===== config.mk =====
export PLATFORM = sky130hd
export DESIGN_NAME = mcu_seq_flat
export DESIGN_NICKNAME = d
export VERILOG_FILES = /design/src/rtl/mcu_seq_pkg.sv /design/src/rtl/mcu_seq_if.sv /design/src/rtl/mcu_seq_decode.sv /design/src/rtl/mcu_seq.sv /design/src/flat_wrapper.sv
export SDC_FILE = /design/constraint.sdc
export NUM_CORES = 1
export LEC_CHECK = 0
export ABC_AREA = 1
export CAP_MARGIN = 20
export CORE_UTILIZATION = 43
export DETAILED_ROUTE_END_ITERATION = 7
export MAX_ROUTING_LAYER = met4
export PLACE_DENSITY = 0.78
export SLEW_MARGIN = 0
export SYNTH_ARGS = -nofsm -noshare
export SYNTH_HDL_FRONTEND = slang
export SYNTH_SLANG_ARGS = --single-unit
export TNS_END_PERCENT = 50

===== constraint.sdc =====
create_clock -name clk -period 1.8 [get_ports clk]
set_input_delay 0.45 -clock clk [delete_from_list [all_inputs] [get_ports clk]]
set_output_delay 0.45 -clock clk [all_outputs]
set_load 0.03 [all_outputs]

===== src/rtl/mcu_seq_pkg.sv =====
// mcu_seq_pkg: shared definitions for the accumulator-CPU control sequencer.
//   - MCU_* opcode encodings (5-bit), including MCU_HALT
//   - ALU_* operation selector codes (4-bit)
//   - APSR_* bit indices into the program status register
//   - MCU_ST_* sequencer state encodings (3-bit)
//   - exec_t: strobe set produced by the EXECUTE-phase decoder
package mcu_seq_pkg;

  localparam logic [4:0] MCU_NOP    = 5'd0;
  localparam logic [4:0] MCU_LOAD   = 5'd1;
  localparam logic [4:0] MCU_LOADI  = 5'd2;
  localparam logic [4:0] MCU_STORE  = 5'd3;
  localparam logic [4:0] MCU_STOREI = 5'd4;
  localparam logic [4:0] MCU_ADD    = 5'd5;
  localparam logic [4:0] MCU_ADDI   = 5'd6;
  localparam logic [4:0] MCU_SUB    = 5'd7;
  localparam logic [4:0] MCU_SUBI   = 5'd8;
  localparam logic [4:0] MCU_AND    = 5'd9;
  localparam logic [4:0] MCU_ANDI   = 5'd10;
  localparam logic [4:0] MCU_OR     = 5'd11;
  localparam logic [4:0] MCU_ORI    = 5'd12;
  localparam logic [4:0] MCU_XOR    = 5'd13;
  localparam logic [4:0] MCU_XORI   = 5'd14;
  localparam logic [4:0] MCU_NOT    = 5'd15;
  localparam logic [4:0] MCU_SHL    = 5'd16;
  localparam logic [4:0] MCU_SHR    = 5'd17;
  localparam logic [4:0] MCU_JUMP   = 5'd18;
  localparam logic [4:0] MCU_JZ     = 5'd19;
  localparam logic [4:0] MCU_JC     = 5'd20;
  localparam logic [4:0] MCU_JN     = 5'd21;
  localparam logic [4:0] MCU_HALT   = 5'd22;

  typedef enum logic [3:0] {
    ALU_NOP  = 4'd0,
    ALU_ADD  = 4'd1,
    ALU_SUB  = 4'd2,
    ALU_AND  = 4'd3,
    ALU_OR   = 4'd4,
    ALU_XOR  = 4'd5,
    ALU_NOT  = 4'd6,
    ALU_SHL  = 4'd7,
    ALU_SHR  = 4'd8,
    ALU_PASS = 4'd9   // operand straight to ACC (LOAD/LOADI)
  } alu_op_e;

  localparam int APSR_ZERO  = 0;
  localparam int APSR_CARRY = 1;
  localparam int APSR_NEG   = 2;
  localparam int APSR_OVF   = 3;

  typedef enum logic [2:0] {
    MCU_ST_RESET   = 3'd0,
    MCU_ST_FETCH   = 3'd1,
    MCU_ST_OPERAND = 3'd2,
    MCU_ST_WAIT    = 3'd3,
    MCU_ST_EXECUTE = 3'd4,
    MCU_ST_HALT    = 3'd5,
    MCU_ST_IRQ     = 3'd6
  } state_e;

  typedef struct packed {
    logic    psr_update;
    logic    acc_update;
    logic    ram_write;
    logic    pc_load;
    logic    halt;
    alu_op_e alu_op;
  } exec_t;

endpackage


===== src/rtl/mcu_seq_if.sv =====
// mcu_seq_if: bundle between the sequencer and the datapath registers.
//   Inputs to sequencer : opcode, psr, stall (+ irq when MCU_IRQ_EN)
//   Outputs of sequencer: psr/opcode/acc/imm update strobes, alu_operation,
//                         pc_count, pc_load, ram_write, halted, state_o
//                         (+ irq_ack when MCU_IRQ_EN)
//   modport master: sequencer side; modport slave: datapath side.
interface mcu_seq_if #(
  parameter int INST_WIDTH  = 5,
  parameter int ALUOP_WIDTH = 4,
  parameter int APSR_WIDTH  = 4
);
  logic [INST_WIDTH-1:0]  opcode;
  logic [APSR_WIDTH-1:0]  psr;
  logic                   stall;
  logic                   psr_update;
  logic                   opcode_update;
  logic                   acc_update;
  logic                   imm_update;
  logic [ALUOP_WIDTH-1:0] alu_operation;
  logic                   pc_count;
  logic                   pc_load;
  logic                   ram_write;
  logic                   halted;
  logic [2:0]             state_o;
`ifdef MCU_IRQ_EN
  logic                   irq;
  logic                   irq_ack;

  modport master (input opcode, psr, stall, irq,
                  output psr_update, opcode_update, acc_update, imm_update, alu_operation,
                         pc_count, pc_load, ram_write, halted, state_o, irq_ack);
  modport slave  (output opcode, psr, stall, irq,
                  input  psr_update, opcode_update, acc_update, imm_update, alu_operation,
                         pc_count, pc_load, ram_write, halted, state_o, irq_ack);
`else
  modport master (input opcode, psr, stall,
                  output psr_update, opcode_update, acc_update, imm_update, alu_operation,
                         pc_count, pc_load, ram_write, halted, state_o);
  modport slave  (output opcode, psr, stall,
                  input  psr_update, opcode_update, acc_update, imm_update, alu_operation,
                         pc_count, pc_load, ram_write, halted, state_o);
`endif
endinterface


===== src/rtl/mcu_seq_decode.sv =====
// mcu_seq_decode: combinational opcode + PSR -> EXECUTE-phase strobe set.
//   i_opcode : current instruction
//   i_psr    : program status register (ZERO/CARRY/NEG used for conditional jumps)
//   o_exec   : psr/acc/ram/pc strobes, halt request and ALU selector
// Register and immediate forms of an ALU op share one ALU code; any
// unlisted opcode decodes to an all-zero strobe set (NOP).
module mcu_seq_decode
  import mcu_seq_pkg::*;
#(
  parameter int INST_WIDTH = 5,
  parameter int APSR_WIDTH = 4
) (
  input  logic [INST_WIDTH-1:0] i_opcode,
  input  logic [APSR_WIDTH-1:0] i_psr,
  output exec_t                 o_exec
);

  always_comb begin
    o_exec = '0;
    case (i_opcode)
      INST_WIDTH'(MCU_LOAD),  INST_WIDTH'(MCU_LOADI):  o_exec.alu_op = ALU_PASS;
      INST_WIDTH'(MCU_STORE), INST_WIDTH'(MCU_STOREI): o_exec.ram_write = 1'b1;
      INST_WIDTH'(MCU_ADD),   INST_WIDTH'(MCU_ADDI):   o_exec.alu_op = ALU_ADD;
      INST_WIDTH'(MCU_SUB),   INST_WIDTH'(MCU_SUBI):   o_exec.alu_op = ALU_SUB;
      INST_WIDTH'(MCU_AND),   INST_WIDTH'(MCU_ANDI):   o_exec.alu_op = ALU_AND;
      INST_WIDTH'(MCU_OR),    INST_WIDTH'(MCU_ORI):    o_exec.alu_op = ALU_OR;
      INST_WIDTH'(MCU_XOR),   INST_WIDTH'(MCU_XORI):   o_exec.alu_op = ALU_XOR;
      INST_WIDTH'(MCU_NOT):  o_exec.alu_op  = ALU_NOT;
      INST_WIDTH'(MCU_SHL):  o_exec.alu_op  = ALU_SHL;
      INST_WIDTH'(MCU_SHR):  o_exec.alu_op  = ALU_SHR;
      INST_WIDTH'(MCU_JUMP): o_exec.pc_load = 1'b1;
      INST_WIDTH'(MCU_JZ):   o_exec.pc_load = i_psr[APSR_ZERO];
      INST_WIDTH'(MCU_JC):   o_exec.pc_load = i_psr[APSR_CARRY];
      INST_WIDTH'(MCU_JN):   o_exec.pc_load = i_psr[APSR_NEG];
      INST_WIDTH'(MCU_HALT): o_exec.halt    = 1'b1;
      default: ;
    endcase
    // Any real ALU op loads ACC and flags; PASS (loads) only loads ACC.
    if (o_exec.alu_op != ALU_NOP) o_exec.acc_update = 1'b1;
    if (o_exec.alu_op != ALU_NOP && o_exec.alu_op != ALU_PASS) o_exec.psr_update = 1'b1;
  end

endmodule


===== src/rtl/mcu_seq.sv =====
// mcu_seq: fetch / operand / wait / execute control sequencer for the
// accumulator CPU.
//   clk, rst : clock; asynchronous active-high reset (state -> RESET)
//   bus      : mcu_seq_if.master -- opcode/psr/stall in, datapath strobes,
//              alu_operation, halted and state_o out
// WAIT_STATES (0..15) inserts RAM-latency cycles between OPERAND and EXECUTE.
// Optional feature macro MCU_IRQ_EN: adds irq/irq_ack and the IRQ state.
// Outputs are pure decodes of state, opcode, psr and stall.
module mcu_seq
  import mcu_seq_pkg::*;
#(
  parameter int INST_WIDTH  = 5,
  parameter int ALUOP_WIDTH = 4,
  parameter int APSR_WIDTH  = 4,
  parameter int WAIT_STATES = 0
) (
  input  logic      clk,
  input  logic      rst,
  mcu_seq_if.master bus
);

  localparam logic [3:0] WAIT_LAST = (WAIT_STATES > 0) ? 4'(WAIT_STATES - 1) : 4'd0;

  state_e     r_state, w_next;
  logic [3:0] r_cnt;
  exec_t      w_exec;
  alu_op_e    w_alu;

  mcu_seq_decode #(.INST_WIDTH(INST_WIDTH), .APSR_WIDTH(APSR_WIDTH)) u_dec (
    .i_opcode (bus.opcode),
    .i_psr    (bus.psr),
    .o_exec   (w_exec)
  );

  always_ff @(posedge clk or posedge rst) begin
    if (rst) begin
      r_state <= MCU_ST_RESET;
      r_cnt   <= '0;
    end else begin
      r_state <= w_next;
      // Counter is zero whenever we are outside WAIT, so it is clear on entry.
      if (r_state != MCU_ST_WAIT) r_cnt <= '0;
      else if (!bus.stall)        r_cnt <= r_cnt + 4'd1;
    end
  end

  always_comb begin
    w_next            = r_state;
    w_alu             = ALU_NOP;
    bus.psr_update    = 1'b0;
    bus.opcode_update = 1'b0;
    bus.acc_update    = 1'b0;
    bus.imm_update    = 1'b0;
    bus.pc_count      = 1'b0;
    bus.pc_load       = 1'b0;
    bus.ram_write     = 1'b0;
    bus.halted        = 1'b0;
`ifdef MCU_IRQ_EN
    bus.irq_ack       = 1'b0;
`endif
    case (r_state)
      MCU_ST_RESET: w_next = MCU_ST_FETCH;
      MCU_ST_FETCH: if (!bus.stall) begin
        bus.opcode_update = 1'b1;
        bus.pc_count      = 1'b1;
        w_next            = MCU_ST_OPERAND;
      end
      MCU_ST_OPERAND: if (!bus.stall) begin
        bus.imm_update = 1'b1;
        bus.pc_count   = 1'b1;
        w_next         = (WAIT_STATES > 0) ? MCU_ST_WAIT : MCU_ST_EXECUTE;
      end
      MCU_ST_WAIT: if (!bus.stall && r_cnt == WAIT_LAST) w_next = MCU_ST_EXECUTE;
      MCU_ST_EXECUTE: if (!bus.stall) begin
        bus.psr_update = w_exec.psr_update;
        bus.acc_update = w_exec.acc_update;
        bus.ram_write  = w_exec.ram_write;
        bus.pc_load    = w_exec.pc_load;
        w_alu          = w_exec.alu_op;
        w_next         = w_exec.halt ? MCU_ST_HALT : MCU_ST_FETCH;
`ifdef MCU_IRQ_EN
        // A taken jump owns the PC this cycle; the interrupt waits one instruction.
        if (bus.irq && !w_exec.pc_load) w_next = MCU_ST_IRQ;
`endif
      end
      MCU_ST_HALT: begin
        bus.halted = 1'b1;
`ifdef MCU_IRQ_EN
        if (bus.irq && !bus.stall) w_next = MCU_ST_IRQ;
`endif
      end
`ifdef MCU_IRQ_EN
      MCU_ST_IRQ: if (!bus.stall) begin
        bus.pc_load = 1'b1;
        bus.irq_ack = 1'b1;
        w_next      = MCU_ST_FETCH;
      end
`endif
      default: w_next = MCU_ST_RESET;
    endcase
  end

  assign bus.alu_operation = ALUOP_WIDTH'(w_alu);
  assign bus.state_o       = r_state;

endmodule


===== src/flat_wrapper.sv =====
// flat-port wrapper written by rule: the top's interface ports become plain ports
module mcu_seq_flat import mcu_seq_pkg::*;
#(
  parameter int INST_WIDTH  = 5,
  parameter int ALUOP_WIDTH = 4,
  parameter int APSR_WIDTH  = 4,
  parameter int WAIT_STATES = 0
)
  (clk, rst, bus_opcode, bus_psr, bus_stall, bus_psr_update, bus_opcode_update, bus_acc_update, bus_imm_update, bus_alu_operation, bus_pc_count, bus_pc_load, bus_ram_write, bus_halted, bus_state_o);
  mcu_seq_if #(.INST_WIDTH(INST_WIDTH), .ALUOP_WIDTH(ALUOP_WIDTH), .APSR_WIDTH(APSR_WIDTH)) bus_i ();
  input  logic clk;
  input  logic rst;
  input wire logic [$bits(bus_i.opcode)-1:0] bus_opcode;
  input wire logic [$bits(bus_i.psr)-1:0] bus_psr;
  input wire logic [$bits(bus_i.stall)-1:0] bus_stall;
  output wire logic [$bits(bus_i.psr_update)-1:0] bus_psr_update;
  output wire logic [$bits(bus_i.opcode_update)-1:0] bus_opcode_update;
  output wire logic [$bits(bus_i.acc_update)-1:0] bus_acc_update;
  output wire logic [$bits(bus_i.imm_update)-1:0] bus_imm_update;
  output wire logic [$bits(bus_i.alu_operation)-1:0] bus_alu_operation;
  output wire logic [$bits(bus_i.pc_count)-1:0] bus_pc_count;
  output wire logic [$bits(bus_i.pc_load)-1:0] bus_pc_load;
  output wire logic [$bits(bus_i.ram_write)-1:0] bus_ram_write;
  output wire logic [$bits(bus_i.halted)-1:0] bus_halted;
  output wire logic [$bits(bus_i.state_o)-1:0] bus_state_o;
  assign bus_i.opcode = bus_opcode;
  assign bus_i.psr = bus_psr;
  assign bus_i.stall = bus_stall;
  assign bus_psr_update = bus_i.psr_update;
  assign bus_opcode_update = bus_i.opcode_update;
  assign bus_acc_update = bus_i.acc_update;
  assign bus_imm_update = bus_i.imm_update;
  assign bus_alu_operation = bus_i.alu_operation;
  assign bus_pc_count = bus_i.pc_count;
  assign bus_pc_load = bus_i.pc_load;
  assign bus_ram_write = bus_i.ram_write;
  assign bus_halted = bus_i.halted;
  assign bus_state_o = bus_i.state_o;
  mcu_seq #(.INST_WIDTH(INST_WIDTH), .ALUOP_WIDTH(ALUOP_WIDTH), .APSR_WIDTH(APSR_WIDTH), .WAIT_STATES(WAIT_STATES)) u_core (.clk(clk), .rst(rst), .bus(bus_i));
endmodule

==> implementation parameters, run 1 <==
Parameter                              Value

STA
  Critical endpoint after global-route timing repair    bus_alu_operation[1]
  Worst endpoint type    output port

Outcome
  Run-stopping error    [ERROR DPL-0038] Utilization greater than 100%, impossible to legalize
  Outcome    did not finish
  Halt Stage    global routing

Placement
  PortBufs    25
  Final HPWL DP    1.930 mm
  Routability congestion estimate    0.9750

Yosys
  Instance count of the mapped netlist    127
  Share of flip-flops with an asynchronous set or reset    100.0%
  Total nets after synthesis    141
  Unique masters post-synth    21
  Number of warnings printed during yosys synthesis    0
  #FFs+latches synth    7
  Synth Cell Area    742.0 um2
  Main flop type after synthesis    dfrtp_1
  Number of synthesized flops with an enable pin    0
  Seq/Total Area, Yosys    23.61%
  Synthesized area per cell    5.842 um2

CTS
  CTS max path bufs    2
  Clock root cell    clkbuf_4
  H-tree depth    1
  TritonCTS Buffers    3
  Count of hold-fix buffers inserted at cts    0
  Clock Sink Count    7

Floorplan
  Vertical extent of the die    around 44 um
  I/O Pins    27
  Starting density of the core    47.59%
  # rows    14
  Width of the chip    43.54 um

GRT
  Largest net degree at the start of global routing    9
==> synthesized netlist by cell type (2+ instances only) <==
master,count,area [um2]
nand2_1,28,105.1
nand3_1,21,105.1
inv_1,19,71.32
nor2_1,17,63.81
dfrtp_1,7,175.2
a21oi_1,6,30.03
inv_2,5,18.77
o21ai_1,5,25.02
nor2_2,3,18.77
nor3_1,3,15.01
a31oi_1,2,12.51
ha_1,2,25.02
==> timing repair <==
item,in CTS
setup buffers,9
setup endpoints to repair,13
pin swaps,13
resized for setup,82
==> cells by family after synthesis <==
logic type | after synthesis | synth area share, %
buffers and inverters | 25 | 12.65
adders and majority gates | 2 | 3.372
and+or+nand+nor | 77 | 47.56
AOI/OAI and AO/OA | 16 | 12.82
DFF | 7 | 23.61
==> per-stage QoR <==
step | std cells | instance area, um2 | util [%] | setup TNS [ns] | worst slack [ns]
floorplan | 127 | 763.2 | - | -0.1523 | -0.06175
global placement | 195 | 1209 | 77.53 | -4.370 | -0.9194
detailed placement | 195 | 1209 | 77.53 | -4.756 | -0.9742
CTS | 208 | 1440 | 92.38 | -0.6989 | -0.1290
==> run 2: changes to the inputs <==
--- a/config.mk
+++ b/config.mk
@@ -7,10 +7,10 @@
 export LEC_CHECK = 0
 export ABC_AREA = 1
 export CAP_MARGIN = 20
-export CORE_UTILIZATION = 43
+export CORE_AREA = 2 2 63 65
 export DETAILED_ROUTE_END_ITERATION = 7
-export MAX_ROUTING_LAYER = met4
-export PLACE_DENSITY = 0.78
+export DIE_AREA = 0 0 65 67
+export PLACE_DENSITY_LB_ADDON = 0.15
 export SLEW_MARGIN = 0
 export SYNTH_ARGS = -nofsm -noshare
 export SYNTH_HDL_FRONTEND = slang
==> run 2 against run 1 <==
- the flow now finishes, with violations (negative setup slack)
- synthesized cell count stayed put
- area after synthesis stayed put
==> implementation parameters, run 2 <==
Parameter                              Value

Yosys
  Number of synthesized flops with an enable pin    0 (unchanged)
  Number of warnings printed during yosys synthesis    0 (unchanged)
  Leading cell types by total area after synthesis    dfrtp_1 (24%), nand2_1 (14%), nand3_1 (14%) (unchanged)
  Seq/Total Area, Yosys    23.61% (unchanged)
  Unique masters post-synth    21 (unchanged)
  Synth Cell Area    742.0 um2 (unchanged)
  Instance count of the mapped netlist    127 (unchanged)
  Total nets after synthesis    141 (unchanged)
  Main flop type after synthesis    dfrtp_1 (unchanged)
  Share of flip-flops with an asynchronous set or reset    100.0% (unchanged)
  Portion of synthesized cell area occupied by the leading cell type    23.61% (unchanged)
  Most common cell in the netlist    nand2_1 (unchanged)
  Synthesized area per cell    5.842 um2 (unchanged)
  #FFs+latches synth    7 (unchanged)
  Synth cell count leaders    nand2_1 (28), nand3_1 (21), inv_1 (19) (unchanged)
  Synth area leader    dfrtp_1 (unchanged)

Placement
  Total cell area at the placement stage    1241 um2 (was 1209 um2)
  Final HPWL DP    1.915 mm (was 1.930 mm)
  Routability congestion estimate    0.8947 (was 0.9750)
  PortBufs    25 (unchanged)

STA
  Setup TNS    -0.3774 ns
  Pins Over Slew Limit    0
  Final number of hold-violating endpoints    0
  Achievable frequency    0.5334 GHz
  Relative slew slack    approximately 80%
  Min Tclk post-route    1.875 ns
  Period utilization    104.1%
  Worst Clk Skew    0.001997 ns
  Setup repair after global routing missed its margin    yes
  Slew at the pin closest to its max-slew limit    0.3035 ns
  Setup violators final    9
  Final worst slack    -0.07464 ns

Layout
  Post-route cell area    1593 um2
  Top library cells by usage in the layout, fill and taps aside    buf_4 (32), nand2_1 (19), buf_6 (16)
  Ratio of cells with drive above 1 in the final layout    54.45%
  Most common cell after layout, fill and taps aside    buf_4
  Number of nets in the finished design    206
  Largest Register    u_core.r_cnt
  Area grow syn2layout    114.7%
  Max FFs per register    4
  Antenna cells    0
  Core occupancy in the finished layout    ~44%

Power
  Power share of the clock group    18.0%
  Worst supply voltage drop on vdd    0.4513 mV
  Net switching power figure    0.5545 mW
  Share of total power in combinational logic    between 60% and 70%
  Switch share    around 45%
  Internal Dissipation    0.6741 mW
  Sequential fraction of design power    between 10% and 20%
  Areal power density over the cells    771.3 nW/um2
  Leakage    0.8001 nW

Hold path
  Worst min path class    in -> async

Drt
  Vias per cell    4.414
  Met1 layer wirelength in the final routing    between 1 and 1.5 mm
  Post-detailed-routing wire length    2.535 mm
  DR pass1 iterations    4
  Mean routed wirelength per cell    10.61 um
  DRC marker count from the first detailed-route iteration    55
  Vias    1055
  Routed length on met3    61 um
  Top Metal Used    met4
  Antenna-violating nets left    0
  Number of remaining DRC errors    0
  Length of routed met2 wiring    1.365 mm

Critical path
  Critical path peak fanout    3
  Crit path capture type    output port
  Worst Setup Start Kind    flop
  Critical path capture point    bus_alu_operation[0]
  Type of the worst setup path    reg -> out
  Data arrival, critical path    between 1 and 1.5 ns
  Start point of the critical path    u_core.bus.state_o[1]
  Source of the worst register-to-register timing path    u_core.bus.state_o[2]
  CP Data Required Time    between 1 and 1.5 ns
  R2r setup slk    about 0.44 ns
  Reg2Reg Capture Point    u_core.bus.state_o[0]
  Worst-case reg-to-reg path depth    6

GRT
  Total gr overflow    0
  Number of antenna violations at the first check in global routing    0
  Wire length of the first global-routing pass    between 4 and 5 mm
  Global-route usage over all layers    12.79%
  Vias in the first global route    1053
  Largest net degree at the start of global routing    8

CTS
  TritonCTS Buffers    3 (unchanged)
  Clock slew seen by the registers of the worst setup and hold paths    roughly 0.04 ns
  Clock root cell    clkbuf_8 (was clkbuf_4)
  Count of hold-fix buffers inserted at cts    0 (unchanged)
  H-tree depth    1 (unchanged)
  CTS max path bufs    2 (unchanged)
  Worst-skew pair later-pin latency    0.23 ns
  CTS tree    built
  Clock Sink Count    7 (unchanged)

Floorplan
  Width of the chip    65 um (was 43.54 um)
  Die ar.    4355 um2
  Area of the core    3606 um2
  I/O Pins    27 (unchanged)
  Vertical extent of the die    67 um (was 43.54 um)
  # rows    22 (was 14)
  Starting density of the core    20.58% (was 47.59%)

Outcome
  Outcome    complete, but fails checks (was did not finish)
  Violations in the final reports    negative setup slack

Run
  Max-capacitance violation count    0
## run 2: cell counts after synthesis
No cell type changed its count.
## run 2: logic make-up after synthesis
| group | share of synthesized area [%] |
|---|---|
| fa+ha+maj | 3.372 |
| flops | 23.61 |
| buf+inv | 12.65 |
| simple gates | 47.56 |
| compound gates | 12.82 |
## run 2: through the flow
stage	hold slack [ns]	power, mW	cells	worst slack, ns
after floorplan	0.2534	0.6431	127	-0.06175
after global placement	0.5321	0.9398	226	-0.9486
after detailed placement	0.5329	0.9433	226	-0.9988
after CTS	0.4625	1.231	238	-0.1203
after global routing	0.4879	1.325	239	-0.1881
final	0.4609	1.229	239	-0.07464
## run 2: repair_timing
| action | CTS | global route |
|---|---|---|
| pin swaps | 21 | 11 |
| hold endpoints to repair | 0 | 0 |
| resized for setup | 103 | 10 |
| setup endpoints to repair | 13 | 11 |
| cloned | 1 | 0 |
| setup buffers | 7 | 1 |
## run 2: how the worst min path moves through the flow
stage | from | end | slack (ns)
2_1_floorplan | rst | u_core.bus.state_o[0] | 0.25
3_3_place_gp | u_core.r_cnt[3] | u_core.r_cnt[3] | 0.53
3_5_place_dp | u_core.r_cnt[3] | u_core.r_cnt[3] | 0.53
4_1_cts | rst | u_core.r_cnt[3] | 0.46
5_1_grt | rst | u_core.bus.state_o[2] | 0.49
6_report | rst | u_core.bus.state_o[2] | 0.46
## run 2: cell type report
cell class / count / area (um2)
clock buffers: 4 / 45.04
fillers: 362 / 2013
inverters: 25 / 113.9
multi-input cells: 95 / 641.9
flip-flops and latches: 7 / 175.2
well taps: 48 / 60.06
repair buffers: 59 / 549.3
repair inverters: 1 / 7.507
## run 2: power by group through the flow
stage               Clock (mW)  Combinational [mW]  Sequential, mW
floorplan                    0               0.348           0.295
global placement             0               0.730           0.210
detailed placement           0               0.732           0.211
CTS                      0.228               0.789           0.214
global route             0.238               0.867           0.220
finish                   0.221               0.793           0.214
## run 2: worst max-delay path, cell delays in order (launching register included)
cell     delay [ns]
dfrtp_1        0.37
nor2_2         0.14
nand2_2        0.09
nor2_4         0.11
buf_4          0.12
nand2_1        0.06
buf_4          0.13
inv_1          0.05
buf_6          0.12
## run 2: per-layer routing
metal	track usage [%]	up-vias
met1	15.16	492
met5	0	-
li1	-	538
met3	1.014	3
met4	5.053	0
met2	23.71	22
(Power assumes the default switching activity.)
==> run 3: changes to the inputs <==
--- a/config.mk
+++ b/config.mk
@@ -10,6 +10,8 @@
 export CORE_AREA = 2 2 63 65
 export DETAILED_ROUTE_END_ITERATION = 7
 export DIE_AREA = 0 0 65 67
+export GPL_ROUTABILITY_DRIVEN = 0
+export HOLD_SLACK_MARGIN = 0.06
 export PLACE_DENSITY_LB_ADDON = 0.15
 export SLEW_MARGIN = 0
 export SYNTH_ARGS = -nofsm -noshare
==> results of run 3 <==
The final DEF is identical to that of run 2; final timing and power are the same.
